### config.mk
export PLATFORM = sky130hd
export DESIGN_NAME = ecc_apb_driver_flat
export DESIGN_NICKNAME = d
export VERILOG_FILES = /design/src/rtl/ecc_apb_driver_pkg.sv /design/src/rtl/ecc_apb_driver_if.sv /design/src/rtl/ecc_apb_driver_write_port.sv /design/src/rtl/ecc_apb_driver.sv /design/src/flat_wrapper.sv
export SDC_FILE = /design/constraint.sdc
export NUM_CORES = 1
export LEC_CHECK = 0
export CORE_ASPECT_RATIO = 1.5
export CORE_UTILIZATION = 43
export CTS_BUF_LIST = sky130_fd_sc_hd__clkbuf_4 sky130_fd_sc_hd__clkbuf_8
export DETAILED_ROUTE_END_ITERATION = 7
export GPL_TIMING_DRIVEN = 1
export HOLD_SLACK_MARGIN = 0.1
export PLACE_DENSITY_LB_ADDON = 0.1
export SYNTH_ARGS = -nofsm -noshare
export SYNTH_HDL_FRONTEND = slang
export SYNTH_SLANG_ARGS = --single-unit
### constraint.sdc
create_clock -name clk -period 2.26 [get_ports clk]
set_input_delay 0.565 -clock clk [delete_from_list [all_inputs] [get_ports clk]]
set_output_delay 0.565 -clock clk [all_outputs]
set_load 0.005 [all_outputs]
### src/rtl/ecc_apb_driver_pkg.sv
// ============================================================================
// Module  : ecc_apb_driver_pkg
// Brief   : Register offsets, command/status codes and state encodings shared
//           by the ECC APB driver and its write engine.
// Revision: 1.0 - initial release
// ============================================================================
`default_nettype none

package ecc_apb_driver_pkg;

  localparam logic [1:0] c_REG_CTRL           = 2'b00;
  localparam logic [1:0] c_REG_DATA_IN        = 2'b01;
  localparam logic [1:0] c_REG_CODEWORD_WIDTH = 2'b10;
  localparam logic [1:0] c_REG_NOISE          = 2'b11;

  localparam logic [1:0] c_MODE_ENCODE  = 2'b00;
  localparam logic [1:0] c_MODE_DECODE  = 2'b01;
  localparam logic [1:0] c_MODE_FULL    = 2'b10;
  localparam logic [1:0] c_MODE_ILLEGAL = 2'b11;

  localparam logic [1:0] c_WIDTH_SMALL   = 2'b00;
  localparam logic [1:0] c_WIDTH_MEDIUM  = 2'b01;
  localparam logic [1:0] c_WIDTH_LARGE   = 2'b10;
  localparam logic [1:0] c_WIDTH_ILLEGAL = 2'b11;

  localparam logic [1:0] c_STATUS_OK      = 2'b00;
  localparam logic [1:0] c_STATUS_TIMEOUT = 2'b01;
  localparam logic [1:0] c_STATUS_ILLEGAL = 2'b10;

  typedef enum logic [2:0] {
    ST_IDLE      = 3'd0,
    ST_SETUP     = 3'd1,
    ST_ACCESS    = 3'd2,
    ST_WAIT_DONE = 3'd3,
    ST_RESP      = 3'd4
  } state_t;

  typedef enum logic [1:0] {
    WP_IDLE   = 2'd0,
    WP_SETUP  = 2'd1,
    WP_ACCESS = 2'd2
  } wp_phase_t;

  // CTRL is always the final write because it kicks off the ECC operation.
  function automatic logic [1:0] next_reg(input logic [1:0] cur, input logic [1:0] mode);
    case (cur)
      c_REG_CODEWORD_WIDTH: return c_REG_DATA_IN;
      c_REG_DATA_IN:        return (mode == c_MODE_FULL) ? c_REG_NOISE : c_REG_CTRL;
      default:              return c_REG_CTRL;
    endcase
  endfunction

endpackage

`default_nettype wire

### src/rtl/ecc_apb_driver_if.sv
// ============================================================================
// Module  : ecc_apb_driver_if
// Brief   : Command, result, APB and ECC-status signals of the ECC APB driver.
// Revision: 1.0 - initial release
// ============================================================================
`default_nettype none

interface ecc_apb_driver_if #(
  parameter int DATA_WIDTH      = 32,
  parameter int AMBA_ADDR_WIDTH = 20,
  parameter int AMBA_WORD       = 32
);
  logic                       cmd_valid;
  logic                       cmd_ready;
  logic [1:0]                 cmd_mode;
  logic [1:0]                 cmd_width;
  logic [AMBA_WORD-1:0]       cmd_data;
  logic [AMBA_WORD-1:0]       cmd_noise;
  logic [AMBA_ADDR_WIDTH-1:0] PADDR;
  logic [AMBA_WORD-1:0]       PWDATA;
  logic                       PSEL;
  logic                       PENABLE;
  logic                       PWRITE;
  logic [DATA_WIDTH-1:0]      data_out;
  logic                       operation_done;
  logic [1:0]                 num_of_errors;
  logic                       res_valid;
  logic                       res_ready;
  logic [DATA_WIDTH-1:0]      res_data;
  logic [1:0]                 res_errors;
  logic [1:0]                 res_status;
  logic                       busy;

  modport master (
    input  cmd_valid, cmd_mode, cmd_width, cmd_data, cmd_noise,
    input  data_out, operation_done, num_of_errors, res_ready,
    output cmd_ready, PADDR, PWDATA, PSEL, PENABLE, PWRITE,
    output res_valid, res_data, res_errors, res_status, busy
  );

  modport slave (
    output cmd_valid, cmd_mode, cmd_width, cmd_data, cmd_noise,
    output data_out, operation_done, num_of_errors, res_ready,
    input  cmd_ready, PADDR, PWDATA, PSEL, PENABLE, PWRITE,
    input  res_valid, res_data, res_errors, res_status, busy
  );
endinterface

`default_nettype wire

### src/rtl/ecc_apb_driver_write_port.sv
// ============================================================================
// Module  : ecc_apb_write_port
// Brief   : Two-phase APB write engine; a start seen in ACCESS chains the next
//           transfer with no idle cycle in between.
// Revision: 1.0 - initial release
// ============================================================================
`default_nettype none

module ecc_apb_write_port
  import ecc_apb_driver_pkg::*;
#(
  parameter int AMBA_ADDR_WIDTH = 20,
  parameter int AMBA_WORD       = 32
) (
  input  wire logic                       clk,
  input  wire logic                       rst,
  input  wire logic                       i_start,
  input  wire logic [AMBA_ADDR_WIDTH-1:0] i_addr,
  input  wire logic [AMBA_WORD-1:0]       i_data,
  output logic                            o_psel,
  output logic                            o_penable,
  output logic                            o_pwrite,
  output logic [AMBA_ADDR_WIDTH-1:0]      o_paddr,
  output logic [AMBA_WORD-1:0]            o_pwdata,
  output logic                            o_done
);

  wp_phase_t                  r_phase;
  logic                       r_psel;
  logic                       r_penable;
  logic [AMBA_ADDR_WIDTH-1:0] r_paddr;
  logic [AMBA_WORD-1:0]       r_pwdata;

  always_ff @(posedge clk or negedge rst) begin
    if (!rst) begin
      r_phase   <= WP_IDLE;
      r_psel    <= 1'b0;
      r_penable <= 1'b0;
      r_paddr   <= '0;
      r_pwdata  <= '0;
    end else begin
      case (r_phase)
        WP_SETUP: begin
          r_phase   <= WP_ACCESS;
          r_penable <= 1'b1;
        end
        default: begin
          r_penable <= 1'b0;
          if (i_start) begin
            r_phase  <= WP_SETUP;
            r_psel   <= 1'b1;
            r_paddr  <= i_addr;
            r_pwdata <= i_data;
          end else begin
            r_phase <= WP_IDLE;
            r_psel  <= 1'b0;
          end
        end
      endcase
    end
  end

  assign o_psel    = r_psel;
  assign o_penable = r_penable;
  assign o_pwrite  = r_psel;
  assign o_paddr   = r_paddr;
  assign o_pwdata  = r_pwdata;
  assign o_done    = (r_phase == WP_ACCESS);

endmodule

`default_nettype wire

### src/rtl/ecc_apb_driver.sv
// ============================================================================
// Module  : ecc_apb_driver
// Brief   : Runs one command through the ECC block over APB and returns the
//           captured result, timeout or illegal-command status.
// Revision: 1.0 - initial release
// ============================================================================
`default_nettype none

module ecc_apb_driver
  import ecc_apb_driver_pkg::*;
#(
  parameter int DATA_WIDTH      = 32,
  parameter int AMBA_ADDR_WIDTH = 20,
  parameter int AMBA_WORD       = 32,
  parameter int BASE_ADDR       = 0,
  parameter int TIMEOUT_CYCLES  = 15
) (
  input wire logic          clk,
  input wire logic          rst,
  ecc_apb_driver_if.master  bus
);

  localparam int                     c_CNT_W    = (TIMEOUT_CYCLES > 1) ? $clog2(TIMEOUT_CYCLES) : 1;
  localparam logic [c_CNT_W-1:0]     c_CNT_LAST = c_CNT_W'(TIMEOUT_CYCLES - 1);
  localparam logic [AMBA_ADDR_WIDTH-1:0] c_BASE = AMBA_ADDR_WIDTH'(BASE_ADDR);

  state_t                r_state;
  logic [1:0]            r_idx;
  logic [1:0]            r_mode;
  logic [1:0]            r_width;
  logic [AMBA_WORD-1:0]  r_data;
  logic [AMBA_WORD-1:0]  r_noise;
  logic [c_CNT_W-1:0]    r_cnt;
  logic                  r_res_valid;
  logic [DATA_WIDTH-1:0] r_res_data;
  logic [1:0]            r_res_errors;
  logic [1:0]            r_res_status;

  logic                       w_legal;
  logic                       w_last;
  logic                       w_start;
  logic                       w_wp_done;
  logic [1:0]                 w_off;
  logic [AMBA_WORD-1:0]       w_wdata;
  logic [AMBA_ADDR_WIDTH-1:0] w_addr;
  logic                       w_psel;
  logic                       w_penable;
  logic                       w_pwrite;
  logic [AMBA_ADDR_WIDTH-1:0] w_paddr;
  logic [AMBA_WORD-1:0]       w_pwdata;

  assign w_legal = (bus.cmd_mode != c_MODE_ILLEGAL) && (bus.cmd_width != c_WIDTH_ILLEGAL);
  assign w_last  = (r_idx == c_REG_CTRL);
  assign w_start = ((r_state == ST_IDLE) && bus.cmd_valid && w_legal) ||
                   ((r_state == ST_ACCESS) && w_wp_done && !w_last);

  // In IDLE the first write comes straight from the command inputs so that
  // SETUP is on the bus in the cycle right after accept.
  always_comb begin
    w_off   = c_REG_CODEWORD_WIDTH;
    w_wdata = AMBA_WORD'(bus.cmd_width);
    if (r_state != ST_IDLE) begin
      w_off = next_reg(r_idx, r_mode);
      case (w_off)
        c_REG_CODEWORD_WIDTH: w_wdata = AMBA_WORD'(r_width);
        c_REG_DATA_IN:        w_wdata = r_data;
        c_REG_NOISE:          w_wdata = r_noise;
        default:              w_wdata = AMBA_WORD'(r_mode);
      endcase
    end
  end

  assign w_addr = c_BASE | AMBA_ADDR_WIDTH'({w_off, 2'b00});

  ecc_apb_write_port #(
    .AMBA_ADDR_WIDTH (AMBA_ADDR_WIDTH),
    .AMBA_WORD       (AMBA_WORD)
  ) u_write_port (
    .clk       (clk),
    .rst       (rst),
    .i_start   (w_start),
    .i_addr    (w_addr),
    .i_data    (w_wdata),
    .o_psel    (w_psel),
    .o_penable (w_penable),
    .o_pwrite  (w_pwrite),
    .o_paddr   (w_paddr),
    .o_pwdata  (w_pwdata),
    .o_done    (w_wp_done)
  );

  always_ff @(posedge clk or negedge rst) begin
    if (!rst) begin
      r_state      <= ST_IDLE;
      r_idx        <= c_REG_CODEWORD_WIDTH;
      r_mode       <= '0;
      r_width      <= '0;
      r_data       <= '0;
      r_noise      <= '0;
      r_cnt        <= '0;
      r_res_valid  <= 1'b0;
      r_res_data   <= '0;
      r_res_errors <= '0;
      r_res_status <= '0;
    end else begin
      case (r_state)
        ST_IDLE: begin
          if (bus.cmd_valid) begin
            r_mode  <= bus.cmd_mode;
            r_width <= bus.cmd_width;
            r_data  <= bus.cmd_data;
            r_noise <= bus.cmd_noise;
            if (w_legal) begin
              r_state <= ST_SETUP;
              r_idx   <= c_REG_CODEWORD_WIDTH;
            end else begin
              r_state      <= ST_RESP;
              r_res_valid  <= 1'b1;
              r_res_data   <= '0;
              r_res_errors <= '0;
              r_res_status <= c_STATUS_ILLEGAL;
            end
          end
        end
        ST_SETUP: r_state <= ST_ACCESS;
        ST_ACCESS: begin
          if (w_wp_done) begin
            if (w_last) begin
              r_state <= ST_WAIT_DONE;
              r_cnt   <= '0;
            end else begin
              r_state <= ST_SETUP;
              r_idx   <= w_off;
            end
          end
        end
        ST_WAIT_DONE: begin
          // A done pulse on the final counted cycle still counts as success.
          if (bus.operation_done) begin
            r_state      <= ST_RESP;
            r_res_valid  <= 1'b1;
            r_res_data   <= bus.data_out;
            r_res_errors <= bus.num_of_errors;
            r_res_status <= c_STATUS_OK;
          end else if (r_cnt == c_CNT_LAST) begin
            r_state      <= ST_RESP;
            r_res_valid  <= 1'b1;
            r_res_data   <= '0;
            r_res_errors <= '0;
            r_res_status <= c_STATUS_TIMEOUT;
          end else begin
            r_cnt <= r_cnt + 1'b1;
          end
        end
        ST_RESP: begin
          if (bus.res_ready) begin
            r_state     <= ST_IDLE;
            r_res_valid <= 1'b0;
          end
        end
        default: r_state <= ST_IDLE;
      endcase
    end
  end

  assign bus.cmd_ready  = (r_state == ST_IDLE);
  assign bus.busy       = (r_state != ST_IDLE);
  assign bus.PSEL       = w_psel;
  assign bus.PENABLE    = w_penable;
  assign bus.PWRITE     = w_pwrite;
  assign bus.PADDR      = w_paddr;
  assign bus.PWDATA     = w_pwdata;
  assign bus.res_valid  = r_res_valid;
  assign bus.res_data   = r_res_data;
  assign bus.res_errors = r_res_errors;
  assign bus.res_status = r_res_status;

endmodule

`default_nettype wire

### src/flat_wrapper.sv
// flat-port wrapper written by rule: the top's interface ports become plain ports
module ecc_apb_driver_flat import ecc_apb_driver_pkg::*;
#(
  parameter int DATA_WIDTH      = 32,
  parameter int AMBA_ADDR_WIDTH = 20,
  parameter int AMBA_WORD       = 32,
  parameter int BASE_ADDR       = 0,
  parameter int TIMEOUT_CYCLES  = 15
)
  (clk, rst, bus_cmd_valid, bus_cmd_mode, bus_cmd_width, bus_cmd_data, bus_cmd_noise, bus_data_out, bus_operation_done, bus_num_of_errors, bus_res_ready, bus_cmd_ready, bus_PADDR, bus_PWDATA, bus_PSEL, bus_PENABLE, bus_PWRITE, bus_res_valid, bus_res_data, bus_res_errors, bus_res_status, bus_busy);
  ecc_apb_driver_if #(.DATA_WIDTH(DATA_WIDTH), .AMBA_ADDR_WIDTH(AMBA_ADDR_WIDTH), .AMBA_WORD(AMBA_WORD)) bus_i ();
  input wire logic clk;
  input wire logic rst;
  input wire logic [$bits(bus_i.cmd_valid)-1:0] bus_cmd_valid;
  input wire logic [$bits(bus_i.cmd_mode)-1:0] bus_cmd_mode;
  input wire logic [$bits(bus_i.cmd_width)-1:0] bus_cmd_width;
  input wire logic [$bits(bus_i.cmd_data)-1:0] bus_cmd_data;
  input wire logic [$bits(bus_i.cmd_noise)-1:0] bus_cmd_noise;
  input wire logic [$bits(bus_i.data_out)-1:0] bus_data_out;
  input wire logic [$bits(bus_i.operation_done)-1:0] bus_operation_done;
  input wire logic [$bits(bus_i.num_of_errors)-1:0] bus_num_of_errors;
  input wire logic [$bits(bus_i.res_ready)-1:0] bus_res_ready;
  output wire logic [$bits(bus_i.cmd_ready)-1:0] bus_cmd_ready;
  output wire logic [$bits(bus_i.PADDR)-1:0] bus_PADDR;
  output wire logic [$bits(bus_i.PWDATA)-1:0] bus_PWDATA;
  output wire logic [$bits(bus_i.PSEL)-1:0] bus_PSEL;
  output wire logic [$bits(bus_i.PENABLE)-1:0] bus_PENABLE;
  output wire logic [$bits(bus_i.PWRITE)-1:0] bus_PWRITE;
  output wire logic [$bits(bus_i.res_valid)-1:0] bus_res_valid;
  output wire logic [$bits(bus_i.res_data)-1:0] bus_res_data;
  output wire logic [$bits(bus_i.res_errors)-1:0] bus_res_errors;
  output wire logic [$bits(bus_i.res_status)-1:0] bus_res_status;
  output wire logic [$bits(bus_i.busy)-1:0] bus_busy;
  assign bus_i.cmd_valid = bus_cmd_valid;
  assign bus_i.cmd_mode = bus_cmd_mode;
  assign bus_i.cmd_width = bus_cmd_width;
  assign bus_i.cmd_data = bus_cmd_data;
  assign bus_i.cmd_noise = bus_cmd_noise;
  assign bus_i.data_out = bus_data_out;
  assign bus_i.operation_done = bus_operation_done;
  assign bus_i.num_of_errors = bus_num_of_errors;
  assign bus_i.res_ready = bus_res_ready;
  assign bus_cmd_ready = bus_i.cmd_ready;
  assign bus_PADDR = bus_i.PADDR;
  assign bus_PWDATA = bus_i.PWDATA;
  assign bus_PSEL = bus_i.PSEL;
  assign bus_PENABLE = bus_i.PENABLE;
  assign bus_PWRITE = bus_i.PWRITE;
  assign bus_res_valid = bus_i.res_valid;
  assign bus_res_data = bus_i.res_data;
  assign bus_res_errors = bus_i.res_errors;
  assign bus_res_status = bus_i.res_status;
  assign bus_busy = bus_i.busy;
  ecc_apb_driver #(.DATA_WIDTH(DATA_WIDTH), .AMBA_ADDR_WIDTH(AMBA_ADDR_WIDTH), .AMBA_WORD(AMBA_WORD), .BASE_ADDR(BASE_ADDR), .TIMEOUT_CYCLES(TIMEOUT_CYCLES)) u_core (.clk(clk), .rst(rst), .bus(bus_i));
endmodule
==> flow_results.org, run 1 <==
** Clocking
- Post-CTS setup buffer count :: 0
- Hold-fix buffers, CTS :: 0
- Clock latency at the later pin of the worst-skew pair :: 0.43 ns
- Total CTS buffers :: 17
- Max Buffers Root-to-Sink :: 2
- H-Tree Level Count :: 4
- The tree is rooted in a sky130_fd_sc_hd__clkbuf_8.
- Clock transition at the register clock pins on the worst setup and hold paths after CTS :: 0.08 ns
- TritonCTS clock tree :: built
- The tree built by TritonCTS fans out to 151 sinks.

** Yosys
- Mapped Area :: 6240 um^2
- Multiplexer share of the synthesized area :: 12.4%
- During synthesis, Yosys emitted a total of 0 warnings.
- The average instance in the mapped netlist occupies 13.7 um^2.
- The netlist uses 44 different library cells.
- Summing the sequential cell areas from Yosys gives 60.6% of the chip area.
- Summing the areas of all compound-gate instances in the mapped netlist gives 16.2% of the synthesized area.
- After Yosys synthesis, and, or, nand and nor cells account for 3.55% of the synthesized area.
- After synthesis, the largest family of logic cells by area is compound AO/OA/AOI/OAI gates.
- In the synthesized netlist, the number of instances is 456.
- Synthesis inferred 151 register bits.
- Xor-xnor portion of the synthesized cell area :: 0.281%
- Share of synthesized flip-flops with an asynchronous set or reset :: 100%
- EDFF count, synth :: 0
- For this run, the leading register cell type out of synthesis is sky130_fd_sc_hd__dfrtp_1.
- After Yosys synthesis, full adders, half adders and majority gates account for 1.20% of the synthesized area.

** Worst setup path
- Setup CP Type :: reg2out
- The setup check on the worst reg-to-reg path leaves a slack of 0.15 ns.
- STA classifies the critical path startpoint as a flip-flop.
- At the worst endpoint, the required time is 1.69 ns.
- The endpoint identified for the worst register-to-register timing path is u_core.u_write_port.o_pwdata[1]$_DFFE_PN0P_.
- For the worst setup path, the data arrival time is 1.59 ns.
- In this run the worst path has a maximum fanout of 6.
- Launch instance of the worst register-to-register path :: u_core.r_idx[1]$_DFFE_PN1P_
- Depth of the worst register-to-register path :: 7
- Worst Setup End Kind :: primary output

** Route
- For this block, the initial DRC count from the detailed router was 138.
- Total wirelength of the detailed-routed design :: 15100 um
- Once detail routing completed, the nets flagged for antenna violations numbered 0.
- Using the TritonRoute via totals, the vias-per-cell ratio works out to 5.20.
- For this run, design rule violations remaining after detail routing come to 0.
- Pre-antenna DRT Iters :: 4
- Detail-routed net length per standard cell :: 17.6 um
- Via count :: 4440

** Layout
- Leading cell type in the layout, fill and taps excluded :: sky130_fd_sc_hd__clkdlybuf4s50_1
- The repair_antennas step left the layout with diodes totalling 0.
- In the layout the commonest cells are sky130_fd_sc_hd__clkdlybuf4s50_1, sky130_fd_sc_hd__dfrtp_1, sky130_fd_sc_hd__mux2_2.
- From synthesis to final layout, the design area changed by 40.0%.
- Of the cells placed in the final design, the portion with a size suffix greater than 1 is 20.2%.
- The net count of the finished layout is 763.

** STA
- Slew HR :: 60.5%
- Setup repair after global routing left no endpoint under its margin.
- The routed design could run at a clock period as short as 2.15 ns.
- Slew @ Worst Pin :: 0.593 ns
- Setup violations remaining at the end of the flow were counted as 0.
- FMAX :: 0.464 GHz
- Adding up every negative setup slack in the final design gives 0 ns.
- Of the available clock period, the critical path in the final layout requires 95.3%.
- Hold Violations, Final :: 0
- The max-slew violation count was 0.
- Worst-case clock skew :: 0.0122 ns

** Global routing
- Grt total ovfl :: 0
- Maximum number of pins on one net before global-route repair :: 61
- Overall Global Routing Usage :: 21.0%
- The initial antenna violation count was 0.
- The first global-routing pass estimated 24200 um of wire.
- Number of global-route vias before repair :: 4626

** Placed design
- Detailed placement ended at an HPWL of 10600 um.
- Number of port buffers :: 182
- RD Place Congestion :: 0.799

** Hold path
- Hold Crit Class :: in2async

** Status
- Outcome :: complete, no violations

** Job
- Number of maximum-capacitance constraint violations :: 0

** Die
- Full die area :: 15000 um^2
- For this design the top-level I/O count stands at 201.
- The die is 150 um tall.
- Area of the core :: 14100 um^2
- Cell row count :: 53
- From left edge to right edge, the die measures 100 um.
- The initial utilization of the core area, before any placement, comes to 44.2%.

** Power and ir drop
- IR drop worst, VDD :: 0.000538 V
- PD cells :: 1320 nW/um^2
- Total power for the finished layout comes to 11.6 mW.
- Leakage :: 3.76 nW
==> flip-flops by register name, summed over array words and instances (netlist names) <==
| signal | flops |
|---|---|
| u_core.bus.res_status | 2 |
| u_core.r_idx | 2 |
| u_core.r_state | 3 |
| u_core.r_noise | 32 |
| u_core.bus.res_data | 32 |
| u_core.u_write_port.o_penable | 1 |
| u_core.u_write_port.o_paddr | 2 |
| u_core.bus.res_valid | 1 |
| u_core.bus.res_errors | 2 |
| u_core.u_write_port.o_pwdata | 32 |
| u_core.u_write_port.o_psel | 1 |
| u_core.r_mode | 2 |
| u_core.r_cnt | 4 |
| u_core.r_data | 32 |
| u_core.r_width | 2 |
| u_core.u_write_port.r_phase | 1 |
==> synth_stat cells, drive strengths merged (2+ instances only) <==
master   count  share of area (%)
a21oi        4               0.32
a22o        35                4.9
a22oi       32                3.8
a31oi        5               0.50
and3         2               0.20
and3b        2               0.28
buf         34                4.0
clkbuf      18                1.1
dfrtp      150                 60
ha           6                1.2
inv         10               0.60
mux2        68                 12
nand2        7               0.42
nand3        7               0.56
nor2         8               0.48
nor2b        2               0.20
nor3         2               0.16
nor3b        2               0.32
o21ai        8               0.64
o2bb2ai     32                4.5
o31a         2               0.28
o41ai        2               0.28
xor2         2               0.28
==> cell families (layout without fill, tap and decap cells) <==
family          count (synthesis)  count (layout)
compound gates                127             127
other cells                     1              18
buf+inv                        62             251
mux                            69              69
simple gates                   38              38
fa+ha+maj                       6               6
flops                         151             151
xor+xnor                        2               2
==> per-layer routing <==
layer / share of wire [%] / GRT usage [%] / up-vias
met3: 5.9 / 5.18 / 10
met2: 51 / 35.6 / 163
met4: 0.98 / 6.23 / 0
li1: - / - / 2042
met1: 42 / 26.5 / 2225
met5: 0 / 0 / -
==> stage by stage <==
| step | utilization, % | setup WS [ns] | hold slack, ns | area [um^2] | cells |
|---|---|---|---|---|---|
| after floorplan | - | 0.131 | 0.269 | 6300 | 473 |
| after global placement | 59.1 | 0.0800 | 0.470 | 8340 | 824 |
| after detailed placement | 59.1 | 0.0460 | 0.474 | 8340 | 824 |
| after CTS | 61.9 | 0.00806 | 0.106 | 8740 | 855 |
| after global routing | 61.8 | 0.0237 | 0.125 | 8730 | 854 |
| final | 61.8 | 0.106 | 0.101 | 8730 | 854 |
==> worst max-delay path, stage by stage (launching register included) <==
cell                            delay (ns)
sky130_fd_sc_hd__dfrtp_1              0.38
sky130_fd_sc_hd__or3_4                0.45
sky130_fd_sc_hd__inv_4                0.10
sky130_fd_sc_hd__dlygate4sd2_1        0.23
==> worst max-delay path by stage <==
| stage | start | endpoint | slack [ns] | depth (start not counted) |
|---|---|---|---|---|
| after CTS | u_core.r_state[0]$_DFFE_PN0P_ | bus_busy | 0.008 | 3 |
| final | u_core.r_state[0]$_DFFE_PN0P_ | bus_cmd_ready | 0.11 | 3 |
| after global placement | bus_cmd_valid | u_core.u_write_port.o_pwdata[1]$_DFFE_PN0P_ | 0.08 | 6 |
| after detailed placement | bus_cmd_width[1] | u_core.bus.res_data[18]$_DFFE_PN0P_ | 0.05 | 6 |
| after global routing | u_core.r_idx[1]$_DFFE_PN1P_ | u_core.u_write_port.o_pwdata[1]$_DFFE_PN0P_ | 0.02 | 7 |
| after floorplan | u_core.r_idx[1]$_DFFE_PN1P_ | u_core.u_write_port.o_pwdata[1]$_DFFE_PN0P_ | 0.13 | 8 |
==> where the power goes <==
part | leakage [nW] | switching, mW | internal [mW] | total (mW)
clock | 0.193 | 0.981 | 1.05 | 2.03
combinational | 1.65 | 1.80 | 2.97 | 4.77
sequential | 1.91 | 0.755 | 4.02 | 4.77
==> final cells by class <==
class / instances / area, um^2
clock inverter: 10 / 123
fill: 1187 / 5390
inverter: 10 / 40.0
clock buffer: 21 / 270
timing repair buffer: 210 / 2110
tap: 192 / 240
multi-input combinational: 260 / 2180
sequential: 151 / 3780
==> timing repair <==
| action | CTS | global route |
|---|---|---|
| setup endpoints to repair | 2 | 1 |
| pin swaps | 1 | 0 |
| resized for setup | 5 | 0 |
(Power assumes the default switching activity.)
==> run 2: changes to the inputs <==
--- a/config.mk
+++ b/config.mk
@@ -6,7 +6,7 @@
 export NUM_CORES = 1
 export LEC_CHECK = 0
 export CORE_ASPECT_RATIO = 1.5
-export CORE_UTILIZATION = 43
+export CORE_UTILIZATION = 36
 export CTS_BUF_LIST = sky130_fd_sc_hd__clkbuf_4 sky130_fd_sc_hd__clkbuf_8
 export DETAILED_ROUTE_END_ITERATION = 7
 export GPL_TIMING_DRIVEN = 1
==> run 2 against run 1 <==
Against the previous run:
- sequential power is essentially flat
- first-iteration DRC count is 70% higher
- die area is 19% higher
- clock power barely moved
- wire length is 0.73% higher
==> flow_results.org, run 2 (synthesis results as in run 1) <==
** Hold path
- Min-Delay Startpoint :: u_core.u_write_port.o_pwdata[24]$_DFFE_PN0P_
- Counting instances, the worst hold path has a depth of 1.
- Hold Crit Class :: reg2reg
- The path with the worst hold slack has its endpoint at u_core.u_write_port.o_pwdata[24]$_DFFE_PN0P_.

** Worst setup path
- STA classifies the critical path startpoint as a flip-flop.
- The number of buffers and inverters on the critical path is 2 (unchanged).
- CP Cell Sequence :: or3_4, buf_4, dlygate4sd2_1
- Arr. time, crit path :: 1.63 ns (+0.04 ns)
- Register-to-Register Setup Slack :: 0.23 ns (+0.08 ns)
- Depth of the worst register-to-register path :: 7 (unchanged)
- Highest cell delay on the worst timing path :: 0.39 ns (-0.06 ns)
- The required time of the critical path came to 1.69 ns (about the same).
- The endpoint identified for the worst register-to-register timing path is u_core.u_write_port.o_pwdata[0]$_DFFE_PN0P_.
- Setup CP Type :: reg2out
- The largest fanout of any net on the critical path was 5 (-1).
- Launch instance of the worst register-to-register path :: u_core.r_idx[1]$_DFFE_PN1P_
- On the critical path, the stage with the largest delay is an instance of sky130_fd_sc_hd__or3_4.
- Family with the most delay on the worst path :: buffers and inverters
- Worst Setup End Kind :: primary output

** Clocking
- Max Buffers Root-to-Sink :: 2 (unchanged)
- Clock Tree Root :: sky130_fd_sc_hd__clkbuf_8
- TritonCTS clock tree :: built
- Post-CTS setup buffer count :: 0 (unchanged)
- Total CTS buffers :: 17 (unchanged)
- Clock latency at the later pin of the worst-skew pair :: 0.44 ns (about the same)
- Clock transition at the register clock pins on the worst setup and hold paths after CTS :: 0.08 ns (about the same)
- H-Tree Level Count :: 4 (unchanged)
- # clock sinks :: 151 (unchanged)

** Route
- The number of detailed-route iterations in the first pass came to 4 (unchanged).
- The number of DRC violations after detailed routing was 0 (unchanged).
- The via count came to 4361 (-1.8%).
- Detail-routed net length per standard cell :: 17.4 um (-1.2%)
- Antenna viol nets, final :: 0 (unchanged)
- The average vias per placed instance came to 5.01 (-3.7%).
- Total wirelength of the detailed-routed design :: 15200 um (+0.73%)
- The first-iteration detailed-routing DRC count is 235 (+70%).

** Layout
- Signed area change from the synthesized netlist to the final layout :: 40.1%
- The fill cell total of the finished layout is 1517 (+28%).
- The final net count was 762 (-0.13%).
- The multi-input logic area came to 2180 um^2 (+0.29%).
- Post-layout utilization of the core :: 51.9% (-9.9 points)
- Leading cell type in the layout, fill and taps excluded :: sky130_fd_sc_hd__clkdlybuf4s50_1
- Sequential Area :: 3780 um^2 (unchanged)
- The number of diodes was 0 (unchanged).
- In the layout the commonest cells are sky130_fd_sc_hd__clkdlybuf4s50_1, sky130_fd_sc_hd__dfrtp_1, sky130_fd_sc_hd__mux2_2.
- The proportion of layout cells with a drive suffix above 1 is 20.4% (+0.18 points).

** STA
- FMAX :: 0.456 GHz (-1.7%)
- The time the final worst path needs with I/O delays and setup came to 2.19 ns (+0.0372 ns).
- Min setup slack post-route :: 0.0685 ns (-0.0372 ns)
- Final Max Tran Viols :: 0 (unchanged)
- Setup violators final :: 0 (unchanged)
- Worst-case clock skew :: 0.0186 ns (+0.00638 ns)
- The final-report hold violation count was 0 (unchanged).
- The period utilization is 97.0% (+1.6 points).

** Status
- Outcome :: complete, no violations

** Placed design
- The final estimated routing congestion in global placement was 0.780 (-2.3%).
- The worst setup slack after placement was -0.0236 ns (-0.0695 ns).
- The count of buffers inserted at the top-level ports came to 182 (unchanged).
- Dpl hpwl :: 10900 um (+2.8%)

** Die
- Vert. Die Dim :: 163 um (+9.2%)
- The boundary pin count is 201 (unchanged).
- Starting density of the core :: 37.1% (-7.1 points)
- The area of the die was 17900 um^2 (+19%).
- The placeable core region came to 16800 um^2 (+19%).
- The die boundary width came to 110 um (+9.1%).
- Cell row count :: 58 (+9.4%)

** Power and ir drop
- The static power due to leakage is 3.76 nW (-0.11%).
- IR drop worst, VDD :: 0.000557 V (+3.7%)
- PD cells :: 1320 nW/um^2 (about the same)

** Global routing
- The maximum number of pins on one net before global-route repair was 53 (-13%).
- Overall Global Routing Usage :: 17.9% (-3.1 points)
- The overflow left after global routing came to 0 (unchanged).
- Global-route wire length before repair :: 24000 um (-0.94%)
- Number of global-route vias before repair :: 4691 (+1.4%)
- Number of antenna violations at the first check in global routing :: 0 (unchanged)

** Job
- The number of max-capacitance violations reported is 0 (unchanged).
## run 2: worst max-delay path by stage
stage                                       start                                     endpoint  slack (ns)  cells after the start
floorplan             u_core.r_idx[1]$_DFFE_PN1P_  u_core.u_write_port.o_pwdata[1]$_DFFE_PN0P_        0.13                      8
global placement                    bus_cmd_valid  u_core.u_write_port.o_pwdata[0]$_DFFE_PN0P_        0.01                      6
detailed placement               bus_cmd_width[0]  u_core.u_write_port.o_pwdata[0]$_DFFE_PN0P_       -0.02                      6
CTS                 u_core.r_state[1]$_DFFE_PN0P_                                     bus_busy        0.02                      3
global route        u_core.r_state[1]$_DFFE_PN0P_                                     bus_busy      -0.002                      3
finish              u_core.r_state[1]$_DFFE_PN0P_                                     bus_busy        0.07                      3
## run 2: final cells by class
type / count / share of cell area [%]
Multi-Input combinational cell: 260 / 25.0
Clock buffer: 20 / 3.08
Clock inverter: 11 / 1.42
Inverter: 10 / 0.429
Timing Repair Buffer: 209 / 23.9
Sequential cell: 151 / 43.2
Tap cell: 210 / 3.01
## run 2: power breakdown
part	internal [mW]	leakage, nW	switching, mW
logic	2.97	1.65	1.78
clock network	1.05	0.194	1.01
registers	4.01	1.91	0.755
total	8.03	3.76	3.54
## run 2: timing repair
item,in CTS,in global routing
endpoints found under the hold margin,47,0
hold buffers,1,0
setup endpoints to repair,2,2
gates resized for setup,3,2
## run 2: per-layer routing
| metal | global-route usage [%] | vias to the layer above | wire length [um] |
|---|---|---|---|
| li1 | - | 2038 | - |
| met1 | 20.0 | 2160 | 6000 |
| met2 | 31.2 | 153 | 7730 |
| met3 | 6.38 | 10 | 1290 |
| met4 | 5.64 | 0 | 154 |
| met5 | 0 | - | 0 |
## run 2: metrics by stage
stage | total power, mW | cells | instance area [um^2] | hold slack, ns | TNS (ns)
floorplan | 7.27 | 473 | 6300 | 0.269 | 0
global placement | 9.53 | 839 | 8330 | 0.473 | 0
detailed placement | 9.63 | 839 | 8330 | 0.474 | -0.0284
CTS | 11.7 | 871 | 8730 | 0.506 | 0
global route | 12.4 | 871 | 8740 | 0.519 | -0.00189
finish | 11.6 | 871 | 8740 | 0.498 | 0
